[src/rtl/alu_arbiter.sv]
// Round-robin arbiter that shares one ALU16 between N requesters.
// Each request runs IDLE -> ISSUE -> WAIT -> RESP; unsupported opcodes skip straight to RESP.
module alu_arbiter #(
    parameter int unsigned N       = 2,
    parameter int unsigned TIMEOUT = 64,
    parameter logic [15:0] OP_MASK = 16'h00FF
) (
    input  logic              clk,
    input  logic              rst,
    input  logic [N-1:0]      req,
    input  logic [4*N-1:0]    req_sel,
    input  logic [16*N-1:0]   req_a,
    input  logic [16*N-1:0]   req_b,
    output logic [N-1:0]      gnt,
    output logic [N-1:0]      rsp_valid,
    output logic [31:0]       rsp_data,
    output logic              rsp_err,
    output logic              busy,
    output logic [3:0]        alu_sel,
    output logic [15:0]       alu_a,
    output logic [15:0]       alu_b,
    output logic              alu_start,
    output logic              alu_abort,
    input  logic              alu_finish,
    input  logic [31:0]       alu_result
);

    localparam int unsigned PW = (N > 1) ? $clog2(N) : 1;
    localparam int unsigned TW = (TIMEOUT > 2) ? $clog2(TIMEOUT) : 1;

    typedef enum logic [1:0] {IDLE, ISSUE, WAIT, RESP} state_t;

    state_t          state;
    logic [PW-1:0]   ptr;
    logic [PW-1:0]   owner;
    logic [TW-1:0]   timer;

    logic            pick_found;
    logic [PW-1:0]   pick_idx;
    logic [3:0]      pick_sel;
    logic [15:0]     pick_a;
    logic [15:0]     pick_b;
    int unsigned     cand;
    logic [N-1:0]    req_sh;
    logic [4*N-1:0]  sel_sh;
    logic [16*N-1:0] a_sh;
    logic [16*N-1:0] b_sh;

    function automatic logic [N-1:0] onehot(input logic [PW-1:0] idx);
        return N'(1) << idx;
    endfunction

    // First requester at or after ptr, wrapping; shifts avoid variable bit-select widths.
    always_comb begin
        pick_found = 1'b0;
        pick_idx   = '0;
        pick_sel   = '0;
        pick_a     = '0;
        pick_b     = '0;
        cand       = 0;
        req_sh     = '0;
        sel_sh     = '0;
        a_sh       = '0;
        b_sh       = '0;
        for (int unsigned k = 0; k < N; k++) begin
            cand   = (32'(ptr) + k) % N;
            req_sh = req >> cand;
            sel_sh = req_sel >> (4 * cand);
            a_sh   = req_a >> (16 * cand);
            b_sh   = req_b >> (16 * cand);
            if (!pick_found && req_sh[0]) begin
                pick_found = 1'b1;
                pick_idx   = PW'(cand);
                pick_sel   = sel_sh[3:0];
                pick_a     = a_sh[15:0];
                pick_b     = b_sh[15:0];
            end
        end
    end

    assign busy = (state != IDLE);

    always_ff @(posedge clk or posedge rst) begin
        if (rst) begin
            state     <= IDLE;
            ptr       <= '0;
            owner     <= '0;
            timer     <= '0;
            gnt       <= '0;
            rsp_valid <= '0;
            rsp_data  <= '0;
            rsp_err   <= 1'b0;
            alu_sel   <= '0;
            alu_a     <= '0;
            alu_b     <= '0;
            alu_start <= 1'b0;
            alu_abort <= 1'b0;
        end else begin
            gnt       <= '0;
            rsp_valid <= '0;
            alu_start <= 1'b0;
            alu_abort <= 1'b0;
            case (state)
                IDLE: begin
                    if (pick_found) begin
                        owner   <= pick_idx;
                        alu_sel <= pick_sel;
                        alu_a   <= pick_a;
                        alu_b   <= pick_b;
                        gnt     <= onehot(pick_idx);
                        if (OP_MASK[pick_sel]) begin
                            alu_start <= 1'b1;
                            state     <= ISSUE;
                        end else begin
                            rsp_valid <= onehot(pick_idx);
                            rsp_err   <= 1'b1;
                            rsp_data  <= '0;
                            state     <= RESP;
                        end
                    end
                end
                ISSUE: begin
                    timer <= '0;
                    state <= WAIT;
                end
                WAIT: begin
                    // Abort is registered, so it is decided one count early to land TIMEOUT cycles after start.
                    if (alu_finish) begin
                        rsp_data  <= alu_result;
                        rsp_err   <= 1'b0;
                        rsp_valid <= onehot(owner);
                        state     <= RESP;
                    end else if (timer == TW'(TIMEOUT - 2)) begin
                        alu_abort <= 1'b1;
                        rsp_data  <= '0;
                        rsp_err   <= 1'b1;
                        rsp_valid <= onehot(owner);
                        state     <= RESP;
                    end else begin
                        timer <= timer + 1'b1;
                    end
                end
                RESP: begin
                    ptr   <= (owner == PW'(N - 1)) ? '0 : owner + 1'b1;
                    state <= IDLE;
                end
                default: state <= IDLE;
            endcase
        end
    end

endmodule

[config.mk]
export PLATFORM = sky130hd
export DESIGN_NAME = alu_arbiter
export DESIGN_NICKNAME = d
export VERILOG_FILES = /design/src/rtl/alu_arbiter.sv
export SDC_FILE = /design/constraint.sdc
export NUM_CORES = 1
export LEC_CHECK = 0
export ABC_AREA = 1
export CELL_PAD_IN_SITES_DETAIL_PLACEMENT = 2
export CELL_PAD_IN_SITES_GLOBAL_PLACEMENT = 2
export CORE_MARGIN = 1
export CORE_UTILIZATION = 25
export CTS_CLUSTER_DIAMETER = 40
export DETAILED_ROUTE_END_ITERATION = 10
export PLACE_DENSITY = 0.84
export SLEW_MARGIN = 25
export SYNTH_ARGS = -nofsm -noshare
export SYNTH_HDL_FRONTEND = slang
export SYNTH_SLANG_ARGS = --single-unit
[constraint.sdc]
create_clock -name clk -period 4.5 [get_ports clk]
set_input_delay 0.45 -clock clk [delete_from_list [all_inputs] [get_ports clk]]
set_output_delay 0.45 -clock clk [all_outputs]
set_load 0.005 [all_outputs]
# ---- Word level (Yosys, flattened, before mapping)
# Memory sizes are Yosys's and may differ from the RTL's.
# Cells that the tools add are included.
dict set report totals {
  rom_bits 16
  output_inout_bits 76
  inputBits 109
  mem_count 1
  register_bits 85
}
dict set report op_classes {
  muxes 43
  n_reduce_logical 10
  order_cmp 1
  eq_ne 9
  shift 10
  n_addsub 3
}
# memory depth width read_ports rd_ports_with_merged_regs wr line
set mem_list {}
lappend mem_list {{(no name shown)} 16 1 1 0 0 111} ;# if (OP_MASK[pick_sel]) begin
# op n
set op_table {}
lappend op_table {{32-bit 2-to-1 mux} 4}
lappend op_table {{32-bit by 5-bit >> shifter with 16-bit output} 4}
lappend op_table {{16-bit 2-to-1 mux} 4}
lappend op_table {{32-bit one-hot mux with 2 select lines} 1}
lappend op_table {{2-bit 2-to-1 mux} 10}
lappend op_table {{1-bit 2-to-1 mux} 16}
lappend op_table {{8-bit by 3-bit >> shifter with 4-bit output} 2}
lappend op_table {{6-bit 2-to-1 mux} 2}
lappend op_table {{6-bit one-hot mux with 2 select lines} 1}
lappend op_table {{4-bit 2-to-1 mux} 2}
lappend op_table {{2-bit != test (second input constant)} 4}
lappend op_table {{2-bit one-hot mux with 4 select lines} 1}
lappend op_table {{6-bit by 1-bit adder with 6-bit output (second input constant)} 1}
lappend op_table {{6-bit == test (second input constant)} 1}
lappend op_table {{2-bit nonzero test} 3}
lappend op_table {{4-bit by 5-bit less-than comparator with 1-bit output (second input constant)} 1}
lappend op_table {{2-bit == test (second input constant)} 2}
lappend op_table {{2-bit one-hot mux with 2 select lines} 1}
lappend op_table {{2-bit AND reduction} 2}
lappend op_table {{4-bit AND reduction} 1}
lappend op_table {{1-bit by 1-bit << shifter with 2-bit output (first input constant)} 2}
lappend op_table {{2-bit by 1-bit >> shifter with 1-bit output} 2}
lappend op_table {{3-bit != test (second input constant)} 1}
lappend op_table {{3-bit AND reduction} 1}
lappend op_table {{other kinds (6)} 7}

# ---- Logic depth before layout (Yosys ltp)
dict set report logic_depth {
  word_depth 10
  ltp_mapped 11
}

# ---- Worst setup path after synthesis
# Ideal clock, no wire load.
dict set report synth_timing {
  path_type {reg-to-reg}
  start {register state[0]}
  end {register rsp_err}
  setup_slack_ps 2792
  setup_ps 66
  t_arrival_ps 1643
  path_stages_with_launch 12
  path_buffers 1
  path_cell_list {dfrtp_1 -> inv_1 -> ha_1 -> inv_1 -> nor2_1 -> o21ai_2 -> nand2_1 -> nor2_4 -> nand2_2 -> buf_4 -> nand2_1 -> nand2_1}
}
dict set report synth_via {
  elab_chain_len 3
  elab_cells_between_ends 8
  classes_between {eq/ne (4); mux (1); reduce/logical (3)}
}
# item line
set synth_rtl {}
lappend synth_rtl {{start: declaration} 33} ;# state_t state;
lappend synth_rtl {{start signal: assignment} 85} ;# state <= IDLE;
lappend synth_rtl {{start signal: assignment} 113} ;# state <= ISSUE;
lappend synth_rtl {{start signal: assignment} 118} ;# state <= RESP;
lappend synth_rtl {{2-bit == test or 2-bit zero test (tied branches)} 103} ;# case (state)
lappend synth_rtl {{3-bit != test (no source line), or another cell as far along} --}
lappend synth_rtl {{4-bit AND reduction (no source line)} --}
lappend synth_rtl {{end signal: assignment} 92} ;# rsp_err <= 1'b0;
lappend synth_rtl {{end signal: assignment} 116} ;# rsp_err <= 1'b1;
lappend synth_rtl {{end signal: assignment} 130} ;# rsp_err <= 1'b0;
lappend synth_rtl {{end: declaration} 17} ;# output logic rsp_err,
# Parallel ways exist; a longest one is shown, timed or not.
# A chain may end at the register's enable or synchronous reset.

# ---- Final worst setup path
dict set report layout_timing {
  start {register ptr}
  end {register rsp_data[0]}
}
dict set report layout_via {
  elab_chain_len 9
  elab_cells_between_ends 16
  classes_between {add/sub (1); eq/ne (2); shift (4); mux (5); reduce/logical (3); memory (1)}
}
# item line
set layout_rtl {}
lappend layout_rtl {{start: declaration} 34} ;# logic [PW-1:0] ptr;
lappend layout_rtl {{start signal: assignment} 144} ;# ptr <= (owner == PW'(N - 1)) ? '0 : owner + 1'b1;
lappend layout_rtl {{parallel branches: the longest is 8 deep, another holds 1-bit adder} --}
lappend layout_rtl {{4-bit AND reduction (no source line) *} --}
lappend layout_rtl {{end signal: assignment} 129} ;# rsp_data <= alu_result;
lappend layout_rtl {{end: declaration} 16} ;# output logic [31:0] rsp_data,
# Every way passes the cells marked *. The select of a mux whose other input is x is not followed.

==> flow_metrics.tcl <==
set metrics [dict create \
    drt-total-wl_um 18400 \
    finalWorstSetupSlack_ns 1.55 \
    routed_wire_length_per_instance_um 16.3 \
    placed_cell_area_mm2 0.00700 \
    worst_min_delay_path_startpoint "rsp_data[20]" \
    synth_most_common_cell "sky130_fd_sc_hd__nand2_1" \
    synth-main-ff-cell "sky130_fd_sc_hd__dfrtp_1" \
    worst_skew_pair.late_latency_ns 0.34 \
    synth_seq_area_share_pct 43.1 \
    max-clock-path-buffers 2 \
    route.detailed.vias_per_inst 4.63 \
    hold_violation_count_in_the_final_report 0 \
    syn-num-nets 820 \
    post_layout_net_count 983 \
    finalSetupViolations 0 \
    postCtsResizedCells 0 \
    remaining_number_of_nets_flagged_by_the_antenna_check_after_routing 0 \
    tritoncts.num_buffers 9 \
    flow.area_growth_from_synthesis_pct 47.7 \
    total_leakage_power_uw 0.00343 \
    slew_violations 0 \
    ir_drop_mv 0.218 \
    ff2ff_path_depth 11 \
    worstHoldPathType "flip-flop to flip-flop" \
    ff2ff_setup_slack_ns 1.55 \
    yosys.cell_types.count 24 \
    synth.largest_area_cell "sky130_fd_sc_hd__dfrtp_1" \
    report.power.total_uw 4690 \
    layout-drive-gt1-share_pct 4.12 \
    min_to "rsp_data[20]" \
    setup_tns_after_final_layout_ns 0 \
    synth_top_cells_by_count "sky130_fd_sc_hd__nand2_1, sky130_fd_sc_hd__inv_1, sky130_fd_sc_hd__dfrtp_1" \
    dr_total_vias 5242 \
    globalRoute.totalOverflow 0 \
    core.rowCount 50 \
    max_slew.worst_pin.slew_ns 0.815 \
    io_buffer_count 184 \
    drc 0 \
    worstReg2RegStart "ptr" \
    pin_count 185 \
    worst_clk_skew_ns 0.00922 \
    timing.setup.critical_path_class "flip-flop to flip-flop" \
    slew_headroom_pct 45.5 \
    cp-start-kind "flip-flop" \
    achievable-frequency_mhz 338 \
    number_of_enable_flip_flop_cells_after_synthesis 0 \
    clock_pin_slew_of_the_registers_on_the_worst_case_setup_and_hold_paths_ns 0.07 \
    maximum_number_of_pins_on_one_net_before_global_route_repair 75 \
    rsz0062_at_grt "no" \
    ys_seq_elements 85 \
    die-width_um 142 \
    pwr_density_cell_mw_per_mm2 644 \
    clock_tree.htree_level_count 3 \
    worst_setup_path_end_kind "flip-flop" \
    cts.repair_timing.setup_buffer_count 0 \
    min_path_cells 2 \
    core_area_mm2 0.0190 \
    critPathMaxFanout 74 \
    mapped_cell_area_mm2 0.00493 \
    cts_tree "yes" \
    most_used_cell_along_the_critical_path "sky130_fd_sc_hd__nand2_1" \
    synthesized_instance_count 705 \
    netlist.area_leader.share_pct 43.1 \
    synth.avg_cell_area_um2 6.99 \
    biggest_area_contributors_in_the_synthesized_netlist "sky130_fd_sc_hd__dfrtp_1, sky130_fd_sc_hd__nand2_1, sky130_fd_sc_hd__o21ai_0" \
    ys_warn_count 0 \
    status "finished, final reports clean" \
    asyncSetResetFlopFracSynth_pct 100 \
    clkSinkCount 85 \
    die_height_um 142 \
    globalRouteTotalUtil_pct 18.9 \
    worst-endpoint-required_ns 4.73 \
    crit_slowest_cell "sky130_fd_sc_hd__buf_4" \
    crit_chain "buf_4, inv_2, nand2_1, nand2_1, nand3_1, nand2_1, nor2_4, buf_4, nand2_2, nand2_1, nand2_1" \
    root_buffer "sky130_fd_sc_hd__clkbuf_16" \
    final_core_util_pct 38.3 \
    r2r-end "rsp_data[0]" \
    timing.critical_path.slowest_cell_delay_ns 0.56 \
    place_congestion 0.732 \
    antenna_violations_before_repair 0 \
    finish.instance_area_mm2 0.00728 \
    initial_core_util_pct 25.9 \
    ctsHoldBuffers 0 \
    drt-pass1-iter-count 4 \
    grt_pass1_vias 5701 \
    min_period_ns 2.95 \
    timing.final.crit_share_pct 65.7 \
    dieArea_mm2 0.0203 \
    drt_first_iter_violations 173 \
    maxCapViolCount 0 \
    dp_slack_ns 1.33 \
    cp.arrival_ns 3.18 \
    diodes 0 \
    grt_pass1_wl_um 29700 \
    detailed_placement_hpwl_um 13400 \
]
[per-layer routing]
| metal | vias up | part of all wire [%] | track usage (%) |
|---|---|---|---|
| li1 | 2544 | - | - |
| met1 | 2592 | 41 | 22.1 |
| met2 | 86 | 54 | 35.5 |
| met3 | 20 | 2.7 | 2.29 |
| met4 | 0 | 2.0 | 5.83 |
| met5 | - | 0 | 0 |
[worst max-delay path by stage]
stage,from,to,cells after the start
2_1_floorplan,rst,alu_a[0],1
3_3_place_gp,req[0],rsp_data[9],10
3_5_place_dp,req[1],rsp_data[15],10
4_1_cts,ptr,rsp_data[27],11
5_1_grt,ptr,rsp_data[24],11
6_report,ptr,rsp_data[0],11
[through the flow]
step | instances | hold WS (ns)
after global placement | 1117 | 0.456
after CTS | 1133 | 0.482
after floorplan | 705 | 0.462
after detailed placement | 1117 | 0.463
final | 1133 | 0.476
after global routing | 1133 | 0.499
[state kept, by name, summed over array words and instances (netlist names)]
name / cells
alu_b: 16
alu_start: 1
state: 2
rsp_valid: 2
rsp_err: 1
alu_abort: 1
owner: 1
gnt: 2
ptr: 1
timer: 6
rsp_data: 32
alu_sel: 4
alu_a: 16
[layout by cell type (no fill, tap or decap)]
cell type,count
sky130_fd_sc_hd__nand2_1,228
sky130_fd_sc_hd__clkdlybuf4s50_1,184
sky130_fd_sc_hd__inv_1,86
sky130_fd_sc_hd__dfrtp_1,84
sky130_fd_sc_hd__o21ai_0,80
sky130_fd_sc_hd__nand3_1,76
sky130_fd_sc_hd__nor2_1,47
sky130_fd_sc_hd__o21a_1,35
sky130_fd_sc_hd__clkbuf_16,9
sky130_fd_sc_hd__buf_4,9
sky130_fd_sc_hd__ha_1,6
sky130_fd_sc_hd__nor2_4,3
sky130_fd_sc_hd__clkinv_2,3
sky130_fd_sc_hd__a21oi_1,3
sky130_fd_sc_hd__nor3_1,2
sky130_fd_sc_hd__nand4_1,2
sky130_fd_sc_hd__o21ai_4,1
sky130_fd_sc_hd__inv_2,1
sky130_fd_sc_hd__o21ai_2,1
sky130_fd_sc_hd__nand3_2,1
sky130_fd_sc_hd__nand2_2,1
sky130_fd_sc_hd__o21ai_1,1
sky130_fd_sc_hd__and2_1,1
sky130_fd_sc_hd__or2_2,1
sky130_fd_sc_hd__o21bai_1,1
sky130_fd_sc_hd__clkbuf_8,1
sky130_fd_sc_hd__inv_6,1
sky130_fd_sc_hd__clkinv_4,1
sky130_fd_sc_hd__clkinvlp_4,1
sky130_fd_sc_hd__clkbuf_1,1
sky130_fd_sc_hd__buf_12,1
sky130_fd_sc_hd__dfrtp_2,1
[where the power goes]
part           switching, uW  internal [uW]  total (uW)
sequential               222           1120        1350
combinational           1430           1190        2620
clock                    326            391         717
total                   1980           2710        4690
[area by class of cell]
| cell class | instances | area (um^2) |
|---|---|---|
| Timing Repair Buffer | 194 | 1930 |
| Clock inverter | 5 | 35.0 |
| Tap cell | 260 | 325 |
| Fill cell | 2268 | 11700 |
| Sequential cell | 85 | 2130 |
| Clock buffer | 11 | 243 |
| Inverter | 88 | 332 |
| Multi-Input combinational cell | 490 | 2290 |
[logic make-up (layout without fill, tap and decap cells)]
family / Yosys count / in the layout / synth area share (%)
DFF: 85 / 85 / 43.1
and+or+nand+nor: 362 / 362 / 30.4
AOI/OAI and AO/OA: 122 / 122 / 14.4
adders and majority gates: 6 / 6 / 1.52
buffers and inverters: 130 / 298 / 10.6
[worst max-delay path, delay by kind of cell, from the launching register on]
| kind | cells | cell delay, ns |
|---|---|---|
| buf+inv | 3 | 1.07 |
| flops | 1 | 0.42 |
| simple gates | 8 | 1.33 |
No activity file was read; power rests on OpenSTA's default activity.
